`src/rtl/tpu_ctrl_pkg.sv`:
```
// Shared constants and state encoding for the TPU control blocks
// (tile scheduler and per-tile multiply controller).
package tpu_ctrl_pkg;

    localparam int SYS_ARR      = 16;
    localparam int MAX_OUT_ROWS = 128;
    localparam int MAX_OUT_COLS = 128;
    localparam int MAX_INTERMED = 128;
    localparam int ADDR_WIDTH   = 8;

    localparam int MAX_RT = MAX_OUT_ROWS / SYS_ARR;
    localparam int MAX_CT = MAX_OUT_COLS / SYS_ARR;
    localparam int MAX_KT = MAX_INTERMED / SYS_ARR;

    localparam int RT_W = $clog2(MAX_RT);
    localparam int CT_W = $clog2(MAX_CT);
    localparam int KT_W = $clog2(MAX_KT);

    typedef enum logic [1:0] {
        ST_IDLE  = 2'd0,
        ST_ISSUE = 2'd1,
        ST_WAIT  = 2'd2,
        ST_DONE  = 2'd3
    } tile_state_e;

endpackage

```
`src/rtl/tile_addr_gen.sv`:
```
// Tile base address generator: turns (i, j, k) plus the latched job
// geometry into weight and data tile base addresses. Addresses are
// registered and only update when a new tile is loaded, so they stay
// stable while a tile command waits for acceptance.
module tile_addr_gen #(
    parameter int SYS_ARR    = 16,
    parameter int RT_W       = 3,
    parameter int CT_W       = 3,
    parameter int KT_W       = 3,
    parameter int ADDR_WIDTH = 8
) (
    input  logic                  clk,
    input  logic                  reset,
    input  logic                  load,
    input  logic [RT_W-1:0]       row_idx,
    input  logic [CT_W-1:0]       col_idx,
    input  logic [KT_W-1:0]       k_idx,
    input  logic [CT_W:0]         num_col_tiles,
    input  logic [KT_W:0]         num_k_tiles,
    input  logic [ADDR_WIDTH-1:0] weight_base,
    input  logic [ADDR_WIDTH-1:0] data_base,
    output logic [ADDR_WIDTH-1:0] weight_addr,
    output logic [ADDR_WIDTH-1:0] data_addr
);

    logic [ADDR_WIDTH-1:0] w_addr_s;
    logic [ADDR_WIDTH-1:0] d_addr_s;

    // Address arithmetic; all terms are kept at ADDR_WIDTH so the result wraps modulo 2^ADDR_WIDTH.
    always_comb begin
        w_addr_s = weight_base
                 + (ADDR_WIDTH'(k_idx) * ADDR_WIDTH'(num_col_tiles) + ADDR_WIDTH'(col_idx))
                 * ADDR_WIDTH'(SYS_ARR);
        d_addr_s = data_base
                 + (ADDR_WIDTH'(row_idx) * ADDR_WIDTH'(num_k_tiles) + ADDR_WIDTH'(k_idx))
                 * ADDR_WIDTH'(SYS_ARR);
    end

    // Capture the addresses of the tile being loaded; hold them otherwise.
    always_ff @(posedge clk) begin
        if (reset) begin
            weight_addr <= {ADDR_WIDTH{1'b0}};
            data_addr   <= {ADDR_WIDTH{1'b0}};
        end else if (load) begin
            weight_addr <= w_addr_s;
            data_addr   <= d_addr_s;
        end else begin
            weight_addr <= weight_addr;
            data_addr   <= data_addr;
        end
    end

endmodule

```
`src/rtl/matmul_tile_scheduler.sv`:
```
// Matrix-multiply tile scheduler: walks i (row tiles), j (col tiles),
// k (shared-dimension tiles, innermost) and hands one tile command at a
// time to the multiply controller with a valid/ready handshake, waiting
// for the tile_done pulse before issuing the next one.
module matmul_tile_scheduler #(
    parameter int  SYS_ARR      = tpu_ctrl_pkg::SYS_ARR,
    parameter int  MAX_OUT_ROWS = tpu_ctrl_pkg::MAX_OUT_ROWS,
    parameter int  MAX_OUT_COLS = tpu_ctrl_pkg::MAX_OUT_COLS,
    parameter int  MAX_INTERMED = tpu_ctrl_pkg::MAX_INTERMED,
    parameter int  ADDR_WIDTH   = tpu_ctrl_pkg::ADDR_WIDTH,
    localparam int MAX_RT       = MAX_OUT_ROWS / SYS_ARR,
    localparam int MAX_CT       = MAX_OUT_COLS / SYS_ARR,
    localparam int MAX_KT       = MAX_INTERMED / SYS_ARR,
    localparam int RT_W         = $clog2(MAX_RT),
    localparam int CT_W         = $clog2(MAX_CT),
    localparam int KT_W         = $clog2(MAX_KT)
) (
    input  logic                  clk,
    input  logic                  reset,
    input  logic                  start,
    input  logic                  abort,
    input  logic [RT_W:0]         num_row_tiles,
    input  logic [CT_W:0]         num_col_tiles,
    input  logic [KT_W:0]         num_k_tiles,
    input  logic [ADDR_WIDTH-1:0] weight_base,
    input  logic [ADDR_WIDTH-1:0] data_base,
    output logic                  tile_valid,
    input  logic                  tile_ready,
    input  logic                  tile_done,
    output logic [ADDR_WIDTH-1:0] tile_weight_addr,
    output logic [ADDR_WIDTH-1:0] tile_data_addr,
    output logic [RT_W-1:0]       accum_submat_row,
    output logic [CT_W-1:0]       accum_submat_col,
    output logic                  accum_overwrite,
    output logic                  busy,
    output logic                  done,
    output logic                  err
);

    import tpu_ctrl_pkg::*;

    localparam logic [RT_W:0] RT_CNT_MAX = (RT_W+1)'(MAX_RT);
    localparam logic [CT_W:0] CT_CNT_MAX = (CT_W+1)'(MAX_CT);
    localparam logic [KT_W:0] KT_CNT_MAX = (KT_W+1)'(MAX_KT);

    tile_state_e           state_r, state_s;
    logic [RT_W-1:0]       i_r, i_s;
    logic [CT_W-1:0]       j_r, j_s;
    logic [KT_W-1:0]       k_r, k_s;
    logic [RT_W:0]         nrt_r, nrt_s;
    logic [CT_W:0]         nct_r, nct_s;
    logic [KT_W:0]         nkt_r, nkt_s;
    logic [ADDR_WIDTH-1:0] wbase_r, wbase_s;
    logic [ADDR_WIDTH-1:0] dbase_r, dbase_s;
    logic                  err_s;
    logic                  cfg_ok_s;
    logic                  i_last_s, j_last_s, k_last_s;
    logic                  load_s;

    assign cfg_ok_s = (num_row_tiles != {(RT_W+1){1'b0}}) && (num_row_tiles <= RT_CNT_MAX)
                   && (num_col_tiles != {(CT_W+1){1'b0}}) && (num_col_tiles <= CT_CNT_MAX)
                   && (num_k_tiles   != {(KT_W+1){1'b0}}) && (num_k_tiles   <= KT_CNT_MAX);

    // Counts are at least 1 while a job runs, so count-1 never underflows here.
    assign i_last_s = ({1'b0, i_r} == (nrt_r - (RT_W+1)'(1'b1)));
    assign j_last_s = ({1'b0, j_r} == (nct_r - (CT_W+1)'(1'b1)));
    assign k_last_s = ({1'b0, k_r} == (nkt_r - (KT_W+1)'(1'b1)));

    // A new tile's fields are loaded only on entry to ISSUE, so they stay frozen while stalled.
    assign load_s = (state_s == ST_ISSUE) && (state_r != ST_ISSUE);

    // Next-state, loop-counter and config-latch logic; abort takes priority in every busy state.
    always_comb begin
        state_s = state_r;
        i_s     = i_r;
        j_s     = j_r;
        k_s     = k_r;
        nrt_s   = nrt_r;
        nct_s   = nct_r;
        nkt_s   = nkt_r;
        wbase_s = wbase_r;
        dbase_s = dbase_r;
        err_s   = 1'b0;
        case (state_r)
            ST_IDLE: begin
                if (start) begin
                    if (cfg_ok_s) begin
                        nrt_s   = num_row_tiles;
                        nct_s   = num_col_tiles;
                        nkt_s   = num_k_tiles;
                        wbase_s = weight_base;
                        dbase_s = data_base;
                        i_s     = {RT_W{1'b0}};
                        j_s     = {CT_W{1'b0}};
                        k_s     = {KT_W{1'b0}};
                        state_s = ST_ISSUE;
                    end else begin
                        err_s = 1'b1;
                    end
                end else begin
                    state_s = ST_IDLE;
                end
            end
            ST_ISSUE: begin
                if (abort) begin
                    state_s = ST_IDLE;
                end else if (tile_ready) begin
                    state_s = ST_WAIT;
                end else begin
                    state_s = ST_ISSUE;
                end
            end
            ST_WAIT: begin
                if (abort) begin
                    state_s = ST_IDLE;
                end else if (tile_done) begin
                    if (i_last_s && j_last_s && k_last_s) begin
                        state_s = ST_DONE;
                    end else begin
                        state_s = ST_ISSUE;
                        if (!k_last_s) begin
                            k_s = k_r + KT_W'(1'b1);
                        end else begin
                            k_s = {KT_W{1'b0}};
                            if (!j_last_s) begin
                                j_s = j_r + CT_W'(1'b1);
                            end else begin
                                j_s = {CT_W{1'b0}};
                                i_s = i_r + RT_W'(1'b1);
                            end
                        end
                    end
                end else begin
                    state_s = ST_WAIT;
                end
            end
            ST_DONE: begin
                state_s = ST_IDLE;
            end
            default: begin
                state_s = ST_IDLE;
            end
        endcase
    end

    // State, counters, latched config and registered outputs derived from the next state.
    always_ff @(posedge clk) begin
        if (reset) begin
            state_r          <= ST_IDLE;
            i_r              <= {RT_W{1'b0}};
            j_r              <= {CT_W{1'b0}};
            k_r              <= {KT_W{1'b0}};
            nrt_r            <= {(RT_W+1){1'b0}};
            nct_r            <= {(CT_W+1){1'b0}};
            nkt_r            <= {(KT_W+1){1'b0}};
            wbase_r          <= {ADDR_WIDTH{1'b0}};
            dbase_r          <= {ADDR_WIDTH{1'b0}};
            tile_valid       <= 1'b0;
            busy             <= 1'b0;
            done             <= 1'b0;
            err              <= 1'b0;
            accum_submat_row <= {RT_W{1'b0}};
            accum_submat_col <= {CT_W{1'b0}};
            accum_overwrite  <= 1'b0;
        end else begin
            state_r    <= state_s;
            i_r        <= i_s;
            j_r        <= j_s;
            k_r        <= k_s;
            nrt_r      <= nrt_s;
            nct_r      <= nct_s;
            nkt_r      <= nkt_s;
            wbase_r    <= wbase_s;
            dbase_r    <= dbase_s;
            tile_valid <= (state_s == ST_ISSUE);
            busy       <= (state_s == ST_ISSUE) || (state_s == ST_WAIT);
            done       <= (state_s == ST_DONE);
            err        <= err_s;
            if (load_s) begin
                accum_submat_row <= i_s;
                accum_submat_col <= j_s;
                accum_overwrite  <= (k_s == {KT_W{1'b0}});
            end else begin
                accum_submat_row <= accum_submat_row;
                accum_submat_col <= accum_submat_col;
                accum_overwrite  <= accum_overwrite;
            end
        end
    end

    tile_addr_gen #(
        .SYS_ARR    (SYS_ARR),
        .RT_W       (RT_W),
        .CT_W       (CT_W),
        .KT_W       (KT_W),
        .ADDR_WIDTH (ADDR_WIDTH)
    ) u_addr_gen (
        .clk           (clk),
        .reset         (reset),
        .load          (load_s),
        .row_idx       (i_s),
        .col_idx       (j_s),
        .k_idx         (k_s),
        .num_col_tiles (nct_s),
        .num_k_tiles   (nkt_s),
        .weight_base   (wbase_s),
        .data_base     (dbase_s),
        .weight_addr   (tile_weight_addr),
        .data_addr     (tile_data_addr)
    );

endmodule

```
`config.mk`:
```
export PLATFORM = sky130hd
export DESIGN_NAME = matmul_tile_scheduler
export DESIGN_NICKNAME = d
export VERILOG_FILES = /design/src/rtl/tpu_ctrl_pkg.sv /design/src/rtl/tile_addr_gen.sv /design/src/rtl/matmul_tile_scheduler.sv
export SDC_FILE = /design/constraint.sdc
export NUM_CORES = 1
export LEC_CHECK = 0
export ABC_AREA = 1
export BUFFER_PORTS_ARGS = -buffer_cell sky130_fd_sc_hd__buf_2
export CAP_MARGIN = 20
export CORE_MARGIN = 3
export CORE_UTILIZATION = 50
export CTS_CLUSTER_SIZE = 24
export DETAILED_ROUTE_END_ITERATION = 7
export PLACE_DENSITY = 0.72
export SYNTH_ARGS = -nofsm -noshare
export SYNTH_HDL_FRONTEND = slang
export SYNTH_SLANG_ARGS = --single-unit
```
`constraint.sdc`:
```
create_clock -name clk -period 7.4 [get_ports clk]
set_input_delay 1.85 -clock clk [delete_from_list [all_inputs] [get_ports clk]]
set_output_delay 1.85 -clock clk [all_outputs]
set_load 0.005 [all_outputs]
```
Yosys cells after proc, flatten, opt, wreduce, memory -nomap -nowiden
Cells that the tools add are included.

Bitwise logic cells: 2. Magnitude comparators: 3. Multipliers: 2. Add/subtract/negate cells: 10. Muxes and demuxes: 44. Equality and inequality tests: 10. Reduce and logical (&&, ||, !) cells: 16.

Operators with widths (number): $mux 3 (20); $mux 8 (6); $mux 4 (6); $pmux 3 s2 (3); $add 8x8->8 (2); $mux 2 (7); $eq 3x4->1 (3); $le 4x4->1 const B (3); $reduce_bool 4->1 (3); $sub 4x1->4 const B (3); $add 3x1->3 const B (3); $add 4x3->4 (2); $eq 2x2->1 const B (4); $logic_and 1x1->1 (8); $mul 3x4->4 (2); $pmux 2 s4 (1); $eq 2x1->1 const B (2); $logic_not 3->1 (1); $reduce_and 3->1 (1); $reduce_or 3->1 (1); $logic_not 2->1 (1); $ne 2x1->1 const B (1); $not 1->1 (2); $logic_or 1x1->1 (1); $mux 1 (1).

Bits in registers: 66. Output and inout bits: 27. Word-level logic and storage cells: 105. Input bits: 34.

Depth between registers and ports, before layout
Gate-level depths: netlist of run 1.

Word-level depth: 12. Gate-level depth with buffers: 38. Mapped depth without buffers: 38.

Hierarchy
From an unflattened synthesis of run 1, not the netlist that was laid out.

Cell total of the unflattened synthesis: 630. Area total of the unflattened synthesis: 4246.6 um^2.

Modules (own cells, without submodules): matmul_tile_scheduler (seq. area each 1001.0 um^2, area each 2886.5 um^2, instances 1, cells an instance 427); tile_addr_gen (seq. area each 320.3 um^2, area each 1360.1 um^2, instances 1, cells an instance 203).

Worst setup path before layout of run 1
No wires, ideal clock.

Path kind: input to register. Start: input num_col_tiles[0]. End: register u_addr_gen.weight_addr[7]. Stages on the path: 21. Arrival: 5.777 ns. Data required time: 7.273 ns. Path slack: 1.496 ns. Setup time: 0.127 ns. Buffers on the path: 2. Cells stage by stage: nor2_2 > nand3_1 > nand2_1 > nand4_2 > buf_2 > buf_2 > o21ai_0 > nor2_1 > fa_1 > fa_1 > fa_1 > ha_1 > a21oi_1 > nand2_1 > xnor2_1 > xor2_2 > nand3_1 > nand2_1 > nand2_1 > nand2_1 > a21oi_2.

Longest elaborated chain between the ends: 11. Elaborated cells on any way between the ends: 26. Classes of those cells: add/sub (2); mul (1); order compare (1); eq/ne (1); mux (15); reduce/logical (6).

Ends and longest elaborated chain: start, declared (line matmul_tile_scheduler.sv:23) `input logic [CT_W:0] num_col_tiles,`; branches (longest 11 deep; another with $add 8x8->8); end signal, assigned (line tile_addr_gen.sv:42) `weight_addr <= {ADDR_WIDTH{1'b0}};`; end signal, assigned (line tile_addr_gen.sv:45) `weight_addr <= w_addr_s;`; end signal, assigned (line tile_addr_gen.sv:48) `weight_addr <= weight_addr;`; end, declared (line tile_addr_gen.sv:22) `output logic [ADDR_WIDTH-1:0] weight_addr,`.

Parallel ways; which one is timed is not known. A chain may end at the register's enable or synchronous reset.

Worst setup path after layout of run 1
Start: input num_col_tiles[0]. End: register u_addr_gen.data_addr[7].

Longest elaborated chain between the ends: 11. Elaborated cells on any way between the ends: 26. Classes of those cells: add/sub (2); mul (1); order compare (1); eq/ne (1); mux (15); reduce/logical (6).

Ends and longest elaborated chain: branches (longest 2 deep; another with $le 4x4->1); $logic_and 1x1->1 * (line matmul_tile_scheduler.sv:61) `&& (num_col_tiles != {(CT_W+1){1'b0}}) && (num_col_tiles <= CT_CNT_MAX)`; $logic_and 1x1->1 * (2 in series) (line matmul_tile_scheduler.sv:62) `&& (num_k_tiles != {(KT_W+1){1'b0}}) && (num_k_tiles <= KT_CNT_MAX);`; $mux 3 or $mux 4 (tied branches) (line matmul_tile_scheduler.sv:87) `if (cfg_ok_s) begin`; $mux 3 or $mux 4 (tied branches) (line matmul_tile_scheduler.sv:86) `if (start) begin`; $pmux 3 s2 or $mux 4 (tied branches) (line matmul_tile_scheduler.sv:84) `case (state_r)`; $mul 3x4->4 (line tile_addr_gen.sv:35) `+ (ADDR_WIDTH'(row_idx) * ADDR_WIDTH'(num_k_tiles) + ADDR_WIDTH'(k_idx))`; $add 4x3->4 (line tile_addr_gen.sv:35); $add 8x8->8 (line tile_addr_gen.sv:35); end signal, assigned (line tile_addr_gen.sv:43) `data_addr <= {ADDR_WIDTH{1'b0}};`; end signal, assigned (line tile_addr_gen.sv:46) `data_addr <= d_addr_s;`; end signal, assigned (line tile_addr_gen.sv:49) `data_addr <= data_addr;`; end, declared (line tile_addr_gen.sv:23) `output logic [ADDR_WIDTH-1:0] data_addr`.

Every way passes the cells marked *.

==> results.cfg, run 1 <==
[die]
rows = 31
dieArea_sq_um = 8970
die_h_um = 94.7
io_pins = 61
die_x_um = 94.7
coreArea_sq_um = 7450
start_util_pct = 52.8

[power_and_ir_drop]
seqPwrFrac_pct = 45.5
cellLeakagePower_nw = 2.45
pwr_density_cell_nw_per_um2 = 185
combPwrFrac_pct = 13.5
swShare_pct = 27.2
p_int_uw = 612
ir_drop_uv = 176
p_switching_uw = 229
clkPwrFrac_pct = 41.0

[yosys]
yosysSeqAreaShare_pct = 33.6
syn_nets = 618
syn_area_sq_um = 3940
ys_ff_latch = 66
netlist-cell-type-count = 37
synth_area_per_cell_sq_um = 7.10
synth_warnings = 0
netlist_instances = 554

[cts]
clkSinkCount = 66
post_cts_buffers = 0
cts_resized = 0
cts.clk_slew.worst_paths_ns = 0.08
insertion_delay_ns = 0.34
clock_path_buffers = 2
cts_buffers = 9
hold_buffers = 0
htreeDepth = 3
cts_tree = done
clockRootBuffer = clkbuf_8

[critical_path]
cp_max_fo = 29
reg2reg_to = u_addr_gen.weight_addr[7]
reg2reg_slack_ns = 2.26
critPathArrivalTime_ns = 6.37
crit_start = num_col_tiles[0]
ff2ff_path_depth = 27
cpPeakStageDelay_ns = 0.54
crit_path_frequent_cell = nand2_1
path_delay_family = adder cells
reg2reg_from = nkt_r[0]
critPathKind = input pin to flop
cp_slowest_cell = fa_1
path_depth = 26
path_buf_inv = 3
cp-start-kind = input pin
endpoint = u_addr_gen.data_addr[7]
critPathCaptureType = flop
worstPathRequired_ns = 7.63

[final_layout]
antenna_cells = 0
fin_nets = 675
design_area_sq_um = 4540
final_common_cell = nand2_1
layout-drive-gt1-share_pct = 19.0
most-common-layout-cells = nand2_1, inv_1, dfxtp_1
area_delta_synth_final_pct = 15.3

[sta]
fin_crit_ns = 6.14
drv_slew = 0
hold_viol_final = 0
worst_slew_pin_slew_ns = 0.858
finClkSkew_ns = 0.0105
fmax_mhz = 163
fin_tns_setup_ns = 0
max_slew_margin_pct = 42.8
rsz0062_at_grt = no
finalSetupViolCount = 0
finalCritPeriodShare_pct = 83.0

[routing]
drtIter0Drc = 193
firstDrtPassIters = 4
vias = 3534
drt_wl_total_um = 8790
viasPerCell = 4.94
drc = 0
antenna_left = 0
routedWlPerCell_um = 12.3

[worst_hold_path]
hp-class = flop to flop

[global_route]
antenna_found_initial = 0
grt_first_pass_wirelength_um = 14800
grt.overflow.total = 0
grt_max_degree = 43
grt_pass1_vias = 3337
grt_usage_pct = 20.9

[placement]
place_hpwl_um = 6580
gp_congestion = 0.882
place_area_sq_um = 4310
io_buffers = 60

[job]
drv_cap = 0

[run_status]
status = complete, no violations
==> stage by stage <==
step	hold WS, ns	setup slack, ns	utilization, %	std cells	total power [mW]
after floorplan	0.444	1.50	-	554	0.464
after global placement	0.465	1.03	57.9	699	0.500
after detailed placement	0.469	0.898	57.9	699	0.504
after CTS	0.480	1.25	60.9	715	0.849
after global routing	0.493	0.814	60.9	715	0.880
final	0.479	1.26	60.9	715	0.841
==> routing by layer <==
metal	share of wire, %	vias up	wire length (um)	global-route usage [%]
li1	-	1855	-	-
met1	47	1600	4150	27.0
met2	47	72	4130	34.2
met3	4.8	7	422	5.10
met4	0.96	0	84	6.73
met5	0	-	0	0
==> cell type report <==
cell class	count	area, sq um
fillers	718	2910
flip-flops and latches	66	1320
multi-input cells	367	2150
inverters	104	392
repair buffers	63	323
well taps	99	124
clock inverters	7	101
clock buffers	9	124
==> registers in the layout (all words and copies together), names as in the netlist <==
signal                  cells
i_r                         3
k_r                         3
tile_valid                  1
nct_r                       4
u_addr_gen.data_addr        8
accum_overwrite             1
busy                        1
dbase_r                     8
state_r                     2
accum_submat_row            3
accum_submat_col            3
u_addr_gen.weight_addr      8
done                        1
wbase_r                     8
nkt_r                       4
nrt_r                       4
err                         1
j_r                         3
==> kinds of logic (layout without fill, tap and decap cells) <==
group                      count (synthesis)  in the layout  synth area share (%)
DFF                                       66             66                  33.6
buffers and inverters                    121            183                  11.8
xor gates and xnor gates                  11             11                  2.64
and+or+nand+nor                          246            246                  27.9
AOI/OAI and AO/OA                         72             72                  10.9
adders and majority gates                 30             30                  11.1
muxes                                      8              8                  2.04
==> worst min-delay path, stage by stage (launching register included) <==
cell	delay (ns)
dfxtp_1	0.31
inv_1	0.07
a21oi_1	0.06
==> power groups by stage <==
stage | combinational [mW] | sequential (mW) | clock (mW)
6_report | 0.114 | 0.382 | 0.345
3_3_place_gp | 0.110 | 0.390 | 0
3_5_place_dp | 0.113 | 0.391 | 0
2_1_floorplan | 0.0727 | 0.391 | 0
5_1_grt | 0.129 | 0.385 | 0.366
4_1_cts | 0.114 | 0.383 | 0.352
==> worst min-delay path by stage <==
stage | to | slack [ns] | startpoint | cells after the start
4_1_cts | nrt_r[3] | 0.48 | nrt_r[3] | 2
6_report | nrt_r[3] | 0.48 | nrt_r[3] | 2
3_5_place_dp | nrt_r[3] | 0.47 | nrt_r[3] | 2
2_1_floorplan | nrt_r[3] | 0.44 | nrt_r[3] | 2
3_3_place_gp | nrt_r[3] | 0.47 | nrt_r[3] | 2
5_1_grt | nrt_r[2] | 0.49 | nrt_r[2] | 2
==> synthesized netlist by cell type (all sizes together) <==
| master | n | area share (%) |
|---|---|---|
| nand2 | 109 | 11 |
| inv | 103 | 9.8 |
| nor2 | 72 | 7.6 |
| dfxtp | 66 | 34 |
| nand3 | 39 | 5.3 |
| o21ai | 28 | 3.8 |
| a21oi | 23 | 3.1 |
| ha | 22 | 7.0 |
| clkbuf | 13 | 1.2 |
| o211ai | 12 | 2.3 |
| nand4 | 10 | 1.7 |
| or2 | 10 | 1.6 |
| fa | 8 | 4.1 |
| mux2i | 8 | 2.0 |
| xor2 | 7 | 1.7 |
| a211oi | 6 | 1.1 |
| buf | 4 | 0.64 |
| xnor2 | 4 | 0.89 |
| nand3b | 3 | 0.57 |
| and2 | 2 | 0.32 |
| a21boi | 1 | 0.19 |
| clkinv | 1 | 0.13 |
| nor4 | 1 | 0.16 |
| o21a | 1 | 0.19 |
| o31a | 1 | 0.22 |
No activity file was read; power rests on OpenSTA's default activity.
==> inputs of run 2 (changes only) <==
ABC_AREA = 0   (was 1)
clock period = 5.98 ns   (was 7.4 ns; I/O delays follow)
==> run 2 against run 1 <==
Compared with the run above:
- flip-flop and latch count stayed put
- synthesized cell count decreased by 23%
- first-iteration DRC count shrank 38%
- die area shrank 7.0%
- via count shrank 9.2%
- cell count shrank 17%
- core utilization up 1.3 points
- final area shrank 4.8%
- global-route usage up 0.28 points
- clock-buffer cell count is 3 higher
- register-to-register slack got worse by 1.4 ns
- critical path type unchanged
- largest cell class unchanged
- largest power group unchanged
==> results.cfg, run 2 <==
[run_status]
status = complete, no violations

[yosys]
synth_ff_type = dfxtp_1
yosysTopAreaCell = dfxtp_1
synthTopCellsByArea = dfxtp_1, ha_1, nand2_1, nor2_1, fa_1
syn_nets = 488
netlist_instances = 424
yosysMostFrequentCell = dfxtp_1
synth_warnings = 0
synth_common_cells = dfxtp_1, nand2_1, nor2_1
netlist-cell-type-count = 56
synth_top_area_share_pct = 36.3
async_flop_share_pct = 0
synth_area_per_cell_sq_um = 8.59
yosysSeqAreaShare_pct = 36.3
ys_ff_latch = 66
syn_area_sq_um = 3640
synth_edf_count = 0

[final_layout]
antenna_cells = 0
fin_nets = 558
layout-drive-gt1-share_pct = 21.4
fill_cells = 627
area_delta_synth_final_pct = 18.6
fin_util_pct = 62.2
final_common_cell = dfxtp_1
most-common-layout-cells = dfxtp_1, buf_2, nand2_1

[critical_path]
reg2reg_to = u_addr_gen.weight_addr[7]
ff2ff_path_depth = 18
endpoint = u_addr_gen.weight_addr[7]
reg2reg_from = nct_r[0]
cp-start-kind = input pin
critPathCaptureType = flop
cp_max_fo = 7
critPathKind = input pin to flop
critPathArrivalTime_ns = 5.88
worstPathRequired_ns = 6.21
reg2reg_slack_ns = 0.81
crit_start = num_row_tiles[0]

[routing]
antenna_left = 0
routedWlPerCell_um = 14.5
drtIter0Drc = 119
viasPerCell = 5.39
drt_wl_total_um = 8640
firstDrtPassIters = 4
vias = 3209
drc = 0

[worst_hold_path]
hp-class = flop to flop

[cts]
cts.clk_slew.worst_paths_ns = 0.07
htreeDepth = 3
cts_resized = 0
insertion_delay_ns = 0.34
clockRootBuffer = clkbuf_8
cts_tree = done
post_cts_buffers = 0
hold_buffers = 0
cts_buffers = 9
clock_path_buffers = 2
clkSinkCount = 66

[die]
io_pins = 61
die_h_um = 91.3
coreArea_sq_um = 6940
dieArea_sq_um = 8340
die_x_um = 91.3
rows = 30
start_util_pct = 52.4

[sta]
fin_crit_ns = 5.65
finClkSkew_ns = 0.00882
fin_tns_setup_ns = 0
hold_viol_final = 0
finalSetupViolCount = 0
worst_slew_pin_slew_ns = 0.854
finalCritPeriodShare_pct = 94.5
drv_slew = 0
fmax_mhz = 177
rsz0062_at_grt = no
max_slew_margin_pct = 43.1

[job]
drv_cap = 0

[global_route]
antenna_found_initial = 0
grt_pass1_vias = 3146
grt_usage_pct = 21.2
grt_first_pass_wirelength_um = 14300
grt.overflow.total = 0
grt_max_degree = 68

[placement]
place_hpwl_um = 6320
gp_congestion = 0.821
io_buffers = 60

[power_and_ir_drop]
cellLeakagePower_nw = 1.91
pwr_density_cell_nw_per_um2 = 210
ir_drop_uv = 128
-- run 2: cell count changes after synthesis, sizes merged, moves of 9 or more --
cell    previous run  this run
or2               10         1
nor2              72        52
o211ai            12         1
nand3             39         5
inv              103        18
xnor2              4        15
o21ai             28         7
nand2            109        57
nor3               0        14
a211oi             6        15
-- run 2: area by class of cell --
class | count | area (sq um) | share of cell area [%]
multi-input cells | 320 | 2180 | 50.4
repair buffers | 79 | 443 | 10.3
well taps | 96 | 120 | 2.78
clock buffers | 12 | 165 | 3.82
flip-flops and latches | 66 | 1320 | 30.6
clock inverters | 4 | 25.0 | 0.579
inverters | 18 | 67.6 | 1.56
-- run 2: worst min path at each step --
| stage | from | endpoint | slack [ns] | cells after the start |
|---|---|---|---|---|
| 4_1_cts | accum_submat_row[2] | accum_submat_row[2] | 0.46 | 2 |
| 2_1_floorplan | dbase_r[4] | dbase_r[4] | 0.44 | 2 |
| 3_5_place_dp | u_addr_gen.data_addr[4] | u_addr_gen.data_addr[4] | 0.45 | 2 |
| 6_report | accum_submat_row[2] | accum_submat_row[2] | 0.46 | 2 |
| 3_3_place_gp | accum_overwrite | accum_overwrite | 0.44 | 2 |
| 5_1_grt | accum_submat_row[2] | accum_submat_row[2] | 0.48 | 2 |
-- run 2: logic make-up (layout without fill, tap and decap cells) --
kind of cell	count (synthesis)	after routing	synth area share, %
compound gates	82	82	15.7
xor+xnor	22	22	5.29
fa+ha+maj	30	30	12.0
buf+inv	38	113	4.23
flops	66	66	36.3
mux	16	16	4.78
simple gates	170	170	21.8
-- run 2: stage by stage --
step           setup slack (ns)  hold slack, ns  std cells  power, mW  cell area [sq um]
2_1_floorplan            0.0167           0.444        424      0.522               3640
3_3_place_gp             0.0387           0.438        579      0.557               4120
3_5_place_dp             0.0162           0.447        579      0.560               4120
4_1_cts                   0.342           0.461        595      0.915               4310
5_1_grt                 0.00206           0.483        595      0.943               4320
6_report                  0.331           0.456        595      0.908               4320
-- run 2: report_power, final --
part / switching [mW] / internal (mW) / total, mW
clock network: 0.174 / 0.183 / 0.357
registers: 0.00765 / 0.452 / 0.459
logic: 0.0517 / 0.0393 / 0.0910
total: 0.234 / 0.674 / 0.908
-- run 2: critical path: stages --
cell	delay [ns]
buf_2	0.11
o31ai_1	0.24
nand4_1	0.18
or4_1	0.66
a32oi_1	0.31
nor2_1	0.09
fa_1	0.57
fa_1	0.46
fa_1	0.49
ha_1	0.33
a21oi_1	0.17
xnor2_1	0.15
xnor2_1	0.15
xnor2_1	0.16
nand3_1	0.10
nor3b_2	0.21
-- run 2: layer usage --
metal | wire length, um | vias up | GRT usage (%)
met2 | 4110 | 89 | 34.6
met5 | 0 | - | 0
li1 | - | 1612 | -
met4 | 187 | 0 | 10.1
met1 | 3910 | 1494 | 26.8
met3 | 434 | 14 | 3.89
